File: config.mk
export PLATFORM = sky130hd
export DESIGN_NAME = fb_arbiter
export DESIGN_NICKNAME = d
export VERILOG_FILES = /design/src/rtl/fb_arbiter.sv
export SDC_FILE = /design/constraint.sdc
export NUM_CORES = 1
export LEC_CHECK = 0
export ABC_AREA = 1
export BUFFER_PORTS_ARGS = -buffer_cell sky130_fd_sc_hd__buf_2
export CAP_MARGIN = 20
export CORE_MARGIN = 3
export CORE_UTILIZATION = 60
export CTS_BUF_LIST = sky130_fd_sc_hd__clkbuf_8 sky130_fd_sc_hd__clkbuf_16
export CTS_CLUSTER_SIZE = 40
export DETAILED_ROUTE_END_ITERATION = 8
export GPL_ROUTABILITY_DRIVEN = 0
export GPL_TIMING_DRIVEN = 0
export PLACE_DENSITY = 0.83
export SYNTH_ARGS = -nofsm -noshare
export SYNTH_HDL_FRONTEND = slang
export SYNTH_SLANG_ARGS = --single-unit
File: constraint.sdc
create_clock -name clk25 -period 4 [get_ports clk25]
set_clock_uncertainty 0.1 [all_clocks]
set_input_delay 0.4 -clock clk25 [delete_from_list [all_inputs] [get_ports clk25]]
set_output_delay 0.4 -clock clk25 [all_outputs]
set_load 0.005 [all_outputs]
File: src/rtl/fb_arbiter.sv
// Frame-buffer arbiter: shares one single-port frame memory between HDMI
// scan-out reads (2x replicated 320x240 image) and camera writes via a FIFO.
module fb_arbiter #(
    parameter int ADDR_W     = 17,
    parameter int DATA_W     = 12,
    parameter int FIFO_DEPTH = 8
) (
    input  logic              clk25,
    input  logic              rst_n,
    input  logic              en,
    input  logic [9:0]        vid_x,
    input  logic [9:0]        vid_y,
    input  logic              cam_valid,
    input  logic [ADDR_W-1:0] cam_addr,
    input  logic [DATA_W-1:0] cam_data,
    output logic [ADDR_W-1:0] mem_addr,
    output logic              mem_we,
    output logic [DATA_W-1:0] mem_wdata,
    input  logic [DATA_W-1:0] mem_rdata,
    output logic [7:0]        red,
    output logic [7:0]        green,
    output logic [7:0]        blue,
    output logic              fifo_full,
    output logic              ovf
);
    localparam int PW = $clog2(FIFO_DEPTH);
    localparam logic [0:0] SYNC = 1'b0;
    localparam logic [0:0] RUN  = 1'b1;

    logic [0:0]        state;
    logic [ADDR_W-1:0] fa [FIFO_DEPTH];
    logic [DATA_W-1:0] fd [FIFO_DEPTH];
    logic [PW-1:0]     wptr;
    logic [PW-1:0]     rptr;
    logic [PW:0]       count;
    logic              win;
    logic              pop;
    logic              push;
    logic              drop;
    logic              v1;
    logic              v2;
    logic [8:0]        rx;
    logic [8:0]        ry;
    logic [ADDR_W-1:0] rd_addr;

    assign rx = vid_x[9:1];
    assign ry = vid_y[9:1];
    // y*320 as (y<<8)+(y<<6)
    assign rd_addr = ADDR_W'({ry, 8'b0}) + ADDR_W'({ry, 6'b0}) + ADDR_W'(rx);

    assign win = (state == RUN) && en && (vid_x < 10'd640) && (vid_y < 10'd480);
    assign fifo_full = (count == (PW+1)'(FIFO_DEPTH));
    assign pop  = !win && (count != '0);
    assign push = cam_valid && (!fifo_full || pop);
    assign drop = cam_valid && fifo_full && !pop;

    always_ff @(posedge clk25) begin
        if (!rst_n) begin
            state <= SYNC;
        end else begin
            case (state)
                SYNC: if (en && vid_x == '0 && vid_y == '0) state <= RUN;
                RUN:  if (!en) state <= SYNC;
                default: state <= SYNC;
            endcase
        end
    end

    always_ff @(posedge clk25) begin
        if (push) begin
            fa[wptr] <= cam_addr;
            fd[wptr] <= cam_data;
        end
    end

    always_ff @(posedge clk25) begin
        if (!rst_n) begin
            wptr  <= '0;
            rptr  <= '0;
            count <= '0;
            ovf   <= 1'b0;
        end else begin
            if (push) wptr <= wptr + 1'b1;
            if (pop) rptr <= rptr + 1'b1;
            case ({push, pop})
                2'b10:   count <= count + 1'b1;
                2'b01:   count <= count - 1'b1;
                default: count <= count;
            endcase
            if (drop) ovf <= 1'b1;
        end
    end

    // Reads own the port; writes only fill cycles outside the window.
    always_ff @(posedge clk25) begin
        if (!rst_n) begin
            mem_addr  <= '0;
            mem_we    <= 1'b0;
            mem_wdata <= '0;
        end else if (win) begin
            mem_addr <= rd_addr;
            mem_we   <= 1'b0;
        end else if (pop) begin
            mem_addr  <= fa[rptr];
            mem_wdata <= fd[rptr];
            mem_we    <= 1'b1;
        end else begin
            mem_we <= 1'b0;
        end
    end

    always_ff @(posedge clk25) begin
        if (!rst_n) begin
            v1    <= 1'b0;
            v2    <= 1'b0;
            red   <= '0;
            green <= '0;
            blue  <= '0;
        end else begin
            v1 <= win;
            v2 <= v1;
            if (v2) begin
                red   <= {mem_rdata[11:8], mem_rdata[11:8]};
                green <= {mem_rdata[7:4], mem_rdata[7:4]};
                blue  <= {mem_rdata[3:0], mem_rdata[3:0]};
            end else begin
                red   <= '0;
                green <= '0;
                blue  <= '0;
            end
        end
    end
endmodule

==> impl_results.md, run 1 <==
* DR WL met3 at between 3 and 4 mm
* Number of flops mapped to enable cells by yosys at 232
* Final min period at 2.56 ns
* Sequential cell area at just over 0.008 sq mm
* CP cell instances: dlygate4sd3_1 > buf_2 > inv_1 > nor2_1 > nand3_2 > inv_2 > nand2_1 > nand3_1 > nor2_4 > buf_16
* Clock Tree Root: clkbuf_16
* DRC at 0
* CP Class: in -> reg
* Normalized max-slew margin at 55.7%
* Overall power at 0.00917 W
* FILL cells at 1212
* Layout cells sized above 1 at 20.7%
* Cells after Synth at 1032
* Setup violations, final at 0
* Max frequency at 0.390 GHz
* Register area share after synthesis at between 60% and 70%
* CTS resizes at 0
* WP data required at 4.13 ns
* Final period util at 64.1%
* DR vias/cell at 5.95
* Max Cap Viol at 0
* Width of the chip at approximately 150 um
* Crit-path max FO at 17
* Area of the core at 0.0191 sq mm
* I/O pin cnt at between 100 and 150
* Hold slack final at roughly 0.017 ns
* CTS max path bufs at 3
* Least-Margin Pin Slew at 0.665 ns
* Biggest area consumer among synthesized cells: edfxtp_1
* Syn Area/Cell at 11.6 sq um
* Status: finished, final reports clean
* Top post-synthesis cells by area: edfxtp_1 (58%), dfxtp_1 (9.9%), nor2_1 (6.0%)
* CTS Sinks at between 200 and 300
* Crit start category: input pin
* RSZ-0062 raised after global routing: false
* Layout area overhead at 19.1%
* Clock Latency Late Sink at 0.54 ns
* Fin. max-slew vios at 0
* Yosys Warn Count at 0
* Yosys top cell area share at about three fifths
* Fin cells at about 1500
* Multi-input logic area at 0.00318 sq mm
* Dpl cells at between 1000 and 1500
* Cts bufs inserted at 29
* Drt total wl at roughly 30 mm
* Starting Density at between 60 and 70%
* Die span in y at 147 um
* Slowest stage delay, CP at 0.59 ns
* Yosys cell types at 43
* CP top delay family: simple AND/OR/NAND/NOR gates
* Largest net degree at the start of global routing at 22
* Clock-pin slew on the worst setup and hold paths at 0.07 ns
* Final net count at 1291
* Total GRT Usage at 27.6%
* Worst path arrival time at 2.70 ns
* Mapped Area at 0.0119 sq mm
* CTS tree: built
* Top-count cell post-synth: edfxtp_1
* Pre-antenna DRT Iters at 6
* Initial antenna violation count at 2
* Leak at 5.47 nW
* DP HPWL at ~19 mm
* Ys async rst share at 0%
* # rows at 50
* Die area at 0.0216 sq mm
* Post-synth top cells: edfxtp_1 (232), nor2_1 (192), o21ai_0 (128)
* Slowest CP cell: nor2_4
* Syn nets at 1119
* PwrDens at approximately 650 mW/mm^2
* Number of buffers and inverters on the critical path at 5
* Port Buffers at 120
* Setup TNS at 0 ns
* Vias at between 8000 and 9000
* Final ANT Viol Nets at 0
* First-pass GRT wire length at approximately 46 mm
* Synthesized flop and latch total at around 290
* GRT overflow at 0
* Peak supply drop at 0.000377 V
* Type of the most critical hold path: in -> reg
* Post-synth top flop: edfxtp_1
* H-tree levels at 1
* Initial DRC count at 1345
* Metal2 WL at 14.4 mm
* Max Used Layer: met5
* WL met1 at 11.4 mm
* Vias in the first global route at between 8000 and 9000
* Hold Violations, Final at 0
* Critical path endpoint category: flip-flop
* Wirelength per Cell at 20.4 um
what timing repair did:
action	4_1_cts	5_1_grt
buffers inserted	0	0
endpoints found under the hold margin	13	0
hold buffers	13	0
layout by cell type, fill, tap and decap left out, types with 7 or more instances in the layout:
cell and instances:
edfxtp_1 232, nor2_1 184, buf_2 140, o21ai_0 128, nand2_1 87, inv_1 61, dfxtp_1 59, a21oi_1 36
o22ai_1 34, clkbuf_16 29, nand3_1 26, buf_4 20, o211ai_1 20, ha_1 20, o21ai_1 18, clkbuf_1 15
dlygate4sd3_1 13, nor2_4 10, o221ai_1 10, buf_6 7
power by group:
part	internal (W)	switching, W
registers	0.00352	0.000147
logic	0.000935	0.00187
clock network	0.00159	0.00112
total	0.00604	0.00313
state kept, by name, summed over array words and instances, names as in the netlist, named ones only:
register	cells
blue	4
wptr	3
red	4
v1	1
mem_addr	17
count	4
mem_we	1
fd	96
ovf	1
rptr	3
green	4
v2	1
fa	136
state	1
mem_wdata	12
routing by layer:
layer	vias to the layer above	global-route usage [%]
met4	4	10.7
met3	101	6.38
met1	4111	36.5
met2	629	45.0
met5	-	0
li1	3999	-
area by class of cell:
| class | instances | area share (%) |
|---|---|---|
| multi-input cells | 611 | 22.4 |
| inverters | 65 | 1.72 |
| plain buffers | 65 | 2.98 |
| diodes | 1 | 0.0176 |
| clock inverters | 19 | 1.25 |
| clock buffers | 33 | 5.49 |
| repair buffers | 141 | 6.53 |
| well taps | 260 | 2.29 |
| flip-flops and latches | 291 | 57.3 |
stage by stage:
step | utilization, % | cell area [sq um] | setup WS (ns)
6_report | 74.2 | 14200 | 1.44
4_1_cts | 74.2 | 14200 | 1.46
3_3_place_gp | 67.2 | 12900 | -0.159
5_1_grt | 74.2 | 14200 | 1.30
3_5_place_dp | 68.5 | 13100 | 1.38
2_1_floorplan | - | 11900 | 1.18
logic make-up (layout without fill, tap and decap cells):
| group | count (synthesis) | after routing | share of synthesized area (%) |
|---|---|---|---|
| adders and majority gates | 22 | 22 | 2.43 |
| and+or+nand+nor | 327 | 327 | 11.3 |
| DFF | 291 | 291 | 68.3 |
| AOI/OAI and AO/OA | 260 | 260 | 12.3 |
| other | 0 | 1 | 0 |
| buffers and inverters | 130 | 323 | 5.59 |
| xor gates and xnor gates | 2 | 2 | 0.147 |
worst paths after layout:
kind	from	endpoint	slack [ns]	cells past startpoint
hold reg to reg	v1	v2	0.32	2
setup reg to reg	count[0]	fa[2][3]	1.52	9
hold / removal	cam_data[10]	fd[6][10]	0.02	1
setup / recovery	en	fa[2][3]	1.44	10
Power figures use the tool's default switching activity.
==> run 2: changes to the inputs <==
Settings changed: ABC_AREA 1 to 0, CORE_UTILIZATION 60 to 58, PLACE_DENSITY 0.83 to 0.81.
Clock period 4 ns to 2.4 ns, I/O delays scaled along.
==> impl_results.md, run 2 <==
* Status: finished, violations left
* Failing checks: setup timing
* Placed Instance Area at roughly 0.013 sq mm
* CP Class: reg -> reg
* PwrDens at 987 mW/mm^2
* Most frequent cells in the layout: edfxtp_1 (232), buf_2 (129), mux4_2 (58)
* CTS Sinks at 291
* Layout area overhead at 25.7%
* Critical path endpoint category: flip-flop
* Starting Density at 60.2%
* Final min period at about 2.5 ns
* Clock share of power at between 30% and 40%
* Largest register FFs at 136
* Register area share after synthesis at 70.7%
* Final period util at 104%
* CTS tree: built
* Biggest area consumer among synthesized cells: edfxtp_1
* Share of total power in sequential cells at 42.6%
* Number of buffers and inverters on the critical path at 1
* Net Sw Frac at 29.3%
* Slowest stage delay, CP at approximately 0.54 ns
* Initial antenna violation count at 0
* Number of flops mapped to enable cells by yosys at between 200 and 250
* Total GRT Usage at 25.8%
* Initial DRC count at 683
* Top-count cell post-synth: edfxtp_1
* RSZ-0062 raised after global routing: true
* Path length in cells of the critical path at 9
* Max frequency at 0.400 GHz
* Worst r2r src: count[1]
* Final net count at between 900 and 1000
* Crit start category: flip-flop
* Area of the core at 0.0191 sq mm
* CTS max path bufs at 3
* Pre-antenna DRT Iters at 5
* DR vias/cell at slightly above 6
* Number of diodes at 0
* Yosys top cell area share at approximately three fifths
* Clock Latency Late Sink at 0.55 ns
* Worst hold start: vid_y[1]
* FILL cells at between 1000 and 1500
* Mapped Area at about 0.012 sq mm
* Syn Area/Cell at 17.4 sq um
* FF-to-FF setup slack at -0.1 ns
* WP data required at 2.73 ns
* Largest net degree at the start of global routing at 25
* GRT overflow at 0
* Width of the chip at 147 um
* Setup TNS at -0.0985 ns
* Synthesized flop and latch total at 291
* Fin. max-slew vios at 0
* Worst Setup SP: count[1]
* Final worst setup slack at -0.0985 ns
* Cts bufs inserted at 29
* Peak supply drop at 0.000632 V
* Overall power at about 0.014 W
* Slowest CP cell: or4_4
* Combinational power share at between 20% and 30%
* FF-to-FF End: count[2]
* Vias at around 7300
* Die area at 0.0216 sq mm
* Largest regs: fa (136), fd (96), mem_addr (17)
* Normalized max-slew margin at 41.5%
* Crit-path max FO at 4
* Clock-pin slew on the worst setup and hold paths at 0.07 ns
* Vias in the first global route at 7482
* Yosys Warn Count at 0
* Post-synth top cells: edfxtp_1 (232), dfxtp_1 (59), mux4_2 (58)
* Least-Margin Pin Slew at 0.878 ns
* CP most frequent cell: or4_4
* Die span in y at 147 um
* Post-synth top flop: edfxtp_1
* Final ANT Viol Nets at 0
* Type of the most critical hold path: in -> reg
* CP top delay family: simple AND/OR/NAND/NOR gates
* Setup violations, final at 1
* CP cell instances: or4_4 > buf_8 > nand2b_4 > nor2_4 > xor2_1 > ha_2 > or4_4 > and3_4 > o21a_1
* Wirelength per Cell at 24.7 um
* Hold Violations, Final at 0
* H-tree levels at 1
* Fin cells at 1179
* Top post-synthesis cells by area: edfxtp_1 (60%), mux4_2 (11%), dfxtp_1 (10%)
* Syn nets at between 700 and 800
* DRC at 0
* # rows at 50
* Leak at 5.30 nW
* DP HPWL at 17.7 mm
* Multi-input logic area at about 0.0032 sq mm
* Internal at 0.0101 W
* Port Buffers at approximately 120
* Clock Tree Root: clkbuf_16
* First-pass GRT wire length at 42.8 mm
* Cells after Synth at 662
* I/O pin cnt at approximately 120
* Final Util at 75.7%
* Sequential cell area at just over 0.008 sq mm
* Drt total wl at between 20 and 30 mm
* CP Capture Point: count[2]
* Dpl cells at 1055
* Max Cap Viol at 0
* Layout cells sized above 1 at about a third
* Yosys cell types at 51
* Register bank with the most flops: fa
* P_sw at 0.00420 W
* R2R depth at 9
* Final instance area at between 0.01 and 0.015 sq mm
* Ys async rst share at 0%
* Worst path arrival time at 2.83 ns
* Commonest non-fill, non-tap cell in the layout: edfxtp_1
[run 2: cell types whose count changed after synthesis, sizes merged, moves of 31 or more]
cell and change:
inv -53, mux2i +31, mux4 +58, nand2 -76
nor2 -151, o21ai -139, o22ai -34
[run 2: logic make-up (layout without fill, tap and decap cells)]
family                     Yosys count  after routing  synth area share (%)
muxes                               89             89                  14.0
adders and majority gates           22             22                  2.52
buffers and inverters               61            318                  2.59
xor gates and xnor gates            10             10                 0.760
AOI/OAI and AO/OA                   71             71                  4.32
DFF                                291            291                  70.7
and+or+nand+nor                    118            118                  5.12
[run 2: worst min-delay path: stages]
cell and delay (ns):
buf_2 0.11, ha_1 0.14, a21oi_1 0.07, nor2_1 0.12
[run 2: how the worst min path moves through the flow]
stage	to	depth (start not counted)	slack [ns]
after global placement	v2	1	0.32
after floorplan	fa[0][0]	0	0.24
after detailed placement	v2	1	0.32
final	mem_addr[6]	4	0.09
after global routing	mem_addr[6]	4	0.13
after CTS	mem_addr[6]	4	0.06
[run 2: metrics by stage]
step           worst slack [ns]  hold WS, ns
6_report                -0.0985       0.0935
4_1_cts                  -0.280       0.0629
2_1_floorplan            -0.139        0.239
3_5_place_dp             -0.611        0.323
3_3_place_gp              -1.05        0.319
5_1_grt                  -0.127        0.132
[run 2: cell type report]
cell class | instances | share of cell area, %
Multi-Input combinational cell | 310 | 22.2
Timing Repair Buffer | 206 | 10.7
Clock inverter | 23 | 1.26
Clock buffer | 29 | 5.01
Inverter | 12 | 0.311
Buffer | 48 | 1.96
Sequential cell | 291 | 56.3
Tap cell | 260 | 2.24
[run 2: power groups by stage]
stage,combinational (W),sequential [W],clock (W)
finish,0.00385,0.00610,0.00436
global route,0.00412,0.00613,0.00458
CTS,0.00359,0.00607,0.00435
detailed placement,0.00343,0.00616,0
global placement,0.00326,0.00614,0
floorplan,0.00230,0.00614,0
[run 2: metal layers]
layer | part of all wire, % | vias to the layer above | global-route usage [%]
li1 | - | 3097 | -
met1 | 37 | 3655 | 33.3
met2 | 51 | 451 | 44.2
met3 | 9.0 | 77 | 4.97
met4 | 3.4 | 0 | 9.55
met5 | 0 | - | 0
[run 2: what timing repair did]
action                                 in CTS  in global routing
gates resized for setup                     5                 30
endpoints found under the hold margin     253                  0
hold buffers                               49                  0
pin swaps                                   6                 11
setup buffers                               6                 18
setup endpoints to repair                 138                111
==> run 3: changes to the inputs <==
Settings changed: MAX_ROUTING_LAYER set to met4.
Clock period 2.4 ns to 2.6 ns, I/O delays scaled along.
==> impl_results.md, run 3 (synthesized netlist as in run 2, its figures left out) <==
* Cts bufs inserted at 28
* Hold Violations, Final at 0
* Wirelength per Cell at 24.1 um
* DP HPWL at 17.6 mm
* GRT overflow at 0
* H-tree levels at 1
* Largest regs: fa (136), fd (96), mem_addr (17)
* Initial DRC count at 631
* Starting Density at 60.2%
* Final worst setup slack at -0.0109 ns
* Sequential cell area at 0.00815 sq mm
* Status: finished, violations left
* Final min period at 2.61 ns
* Worst hold start: rst_n
* CP most frequent cell: and3_4
* WP data required at 2.93 ns
* Clock Latency Late Sink at 0.54 ns
* Die span in y at 147 um
* Crit-path max FO at 10
* Register bank with the most flops: fa
* Largest register FFs at 136
* CP cell instances: and3b_2 > and3_4 > buf_12 > clkbuf_16 > nor2_2 > xor2_1 > ha_2 > or4_4 > and3_4 > o21a_1
* Number of diodes at 0
* I/O pin cnt at 121
* Setup violations, final at 1
* Slowest stage delay, CP at 0.52 ns
* Final net count at between 900 and 1000
* Layout area overhead at 25.1%
* Leak at ~5.2 nW
* Layout cells sized above 1 at 32.7%
* Normalized max-slew margin at 41.4%
* Largest net degree at the start of global routing at 23
* Vias at 7157
* Final ANT Viol Nets at 0
* Drt total wl at about 28 mm
* DRC at 0
* Commonest non-fill, non-tap cell in the layout: edfxtp_1
* Clock-pin slew on the worst setup and hold paths at 0.06 ns
* PwrDens at roughly 900 mW/mm^2
* Worst Setup SP: state
* Setup TNS at -0.0109 ns
* Final period util at 100%
* Type of the most critical hold path: in -> reg
* Dpl cells at 1055
* CTS max path bufs at 3
* Slowest CP cell: or4_4
* Max frequency at ~0.38 GHz
* Die area at 0.0216 sq mm
* Area of the core at 0.0191 sq mm
* CP Class: reg -> reg
* Fin cells at 1163
* CP top delay family: simple AND/OR/NAND/NOR gates
* Clock Tree Root: clkbuf_16
* Final instance area at ~0.014 sq mm
* CTS Sinks at 291
* Number of buffers and inverters on the critical path at 2
* First-pass GRT wire length at 43.1 mm
* DR vias/cell at 6.15
* Worst path arrival time at 2.94 ns
* Total GRT Usage at between 20% and 30%
* Worst r2r src: state
* Width of the chip at 147 um
* # rows at 50
* Pre-antenna DRT Iters at 5
* Initial antenna violation count at 0
* Crit start category: flip-flop
* Least-Margin Pin Slew at 0.871 ns
* Multi-input logic area at 0.00319 sq mm
* Most frequent cells in the layout: edfxtp_1 (232), buf_2 (132), mux4_2 (58)
* Max Cap Viol at 0
* CTS tree: built
* Peak supply drop at around 0.00055 V
* Hold slack final at ~0.09 ns
* Final Util at about three quarters
* FILL cells at 1061
* Placed Instance Area at 0.0129 sq mm
* Critical path endpoint category: flip-flop
* Fin. max-slew vios at 0
* Port Buffers at 119
* Failing checks: setup timing
* Vias in the first global route at 7611
[run 3: through the flow]
step | power (W) | setup slack, ns
after floorplan | 0.00776 | -0.231
after global placement | 0.00863 | -1.72
after detailed placement | 0.00882 | -0.700
after CTS | 0.0130 | -0.0396
after global routing | 0.0136 | -0.0625
final | 0.0131 | -0.0109
[run 3: path summary, 6_finish.rpt]
| kind | cells after the start | slack (ns) | endpoint |
|---|---|---|---|
| min | 3 | 0.09 | mem_addr[15] |
| max reg2reg | 10 | -0.01 | count[2] |
| min reg2reg | 1 | 0.35 | v2 |
| max | 10 | -0.01 | count[2] |
[run 3: what timing repair did]
action                                  4_1_cts  5_1_grt
pin swaps                                     7        4
hold endpoints to repair                    252        0
hold buffers                                 49        0
endpoints found under the setup margin       87       95
resized for setup                             8       10
setup buffers                                 6        3
[run 3: layout make-up]
| cell class | instances | area share, % |
|---|---|---|
| well taps | 260 | 2.26 |
| repair buffers | 191 | 10.3 |
| flip-flops and latches | 291 | 56.5 |
| clock inverters | 19 | 1.15 |
| clock buffers | 33 | 5.41 |
| inverters | 12 | 0.312 |
| plain buffers | 47 | 1.92 |
| multi-input cells | 310 | 22.1 |
[run 3: power by group]
group	internal, W	total, W	switching (W)
logic	0.00151	0.00338	0.00187
registers	0.00540	0.00561	0.000217
clock network	0.00243	0.00410	0.00167
total	0.00934	0.0131	0.00375
[run 3: tightest hold or removal path, delay by kind of cell]
kind                   cells  cell delay (ns)
AO/OA/AOI/OAI              1             0.08
buffers and inverters      1             0.20
AND/OR/NAND/NOR            1             0.14
[run 3: routing by layer]
layer	global-route usage, %	up-vias	wire length [um]
met3	5.43	79	2490
met2	45.6	439	14600
met5	-	-	0
li1	-	3053	-
met1	32.2	3586	10200
met4	9.32	0	798
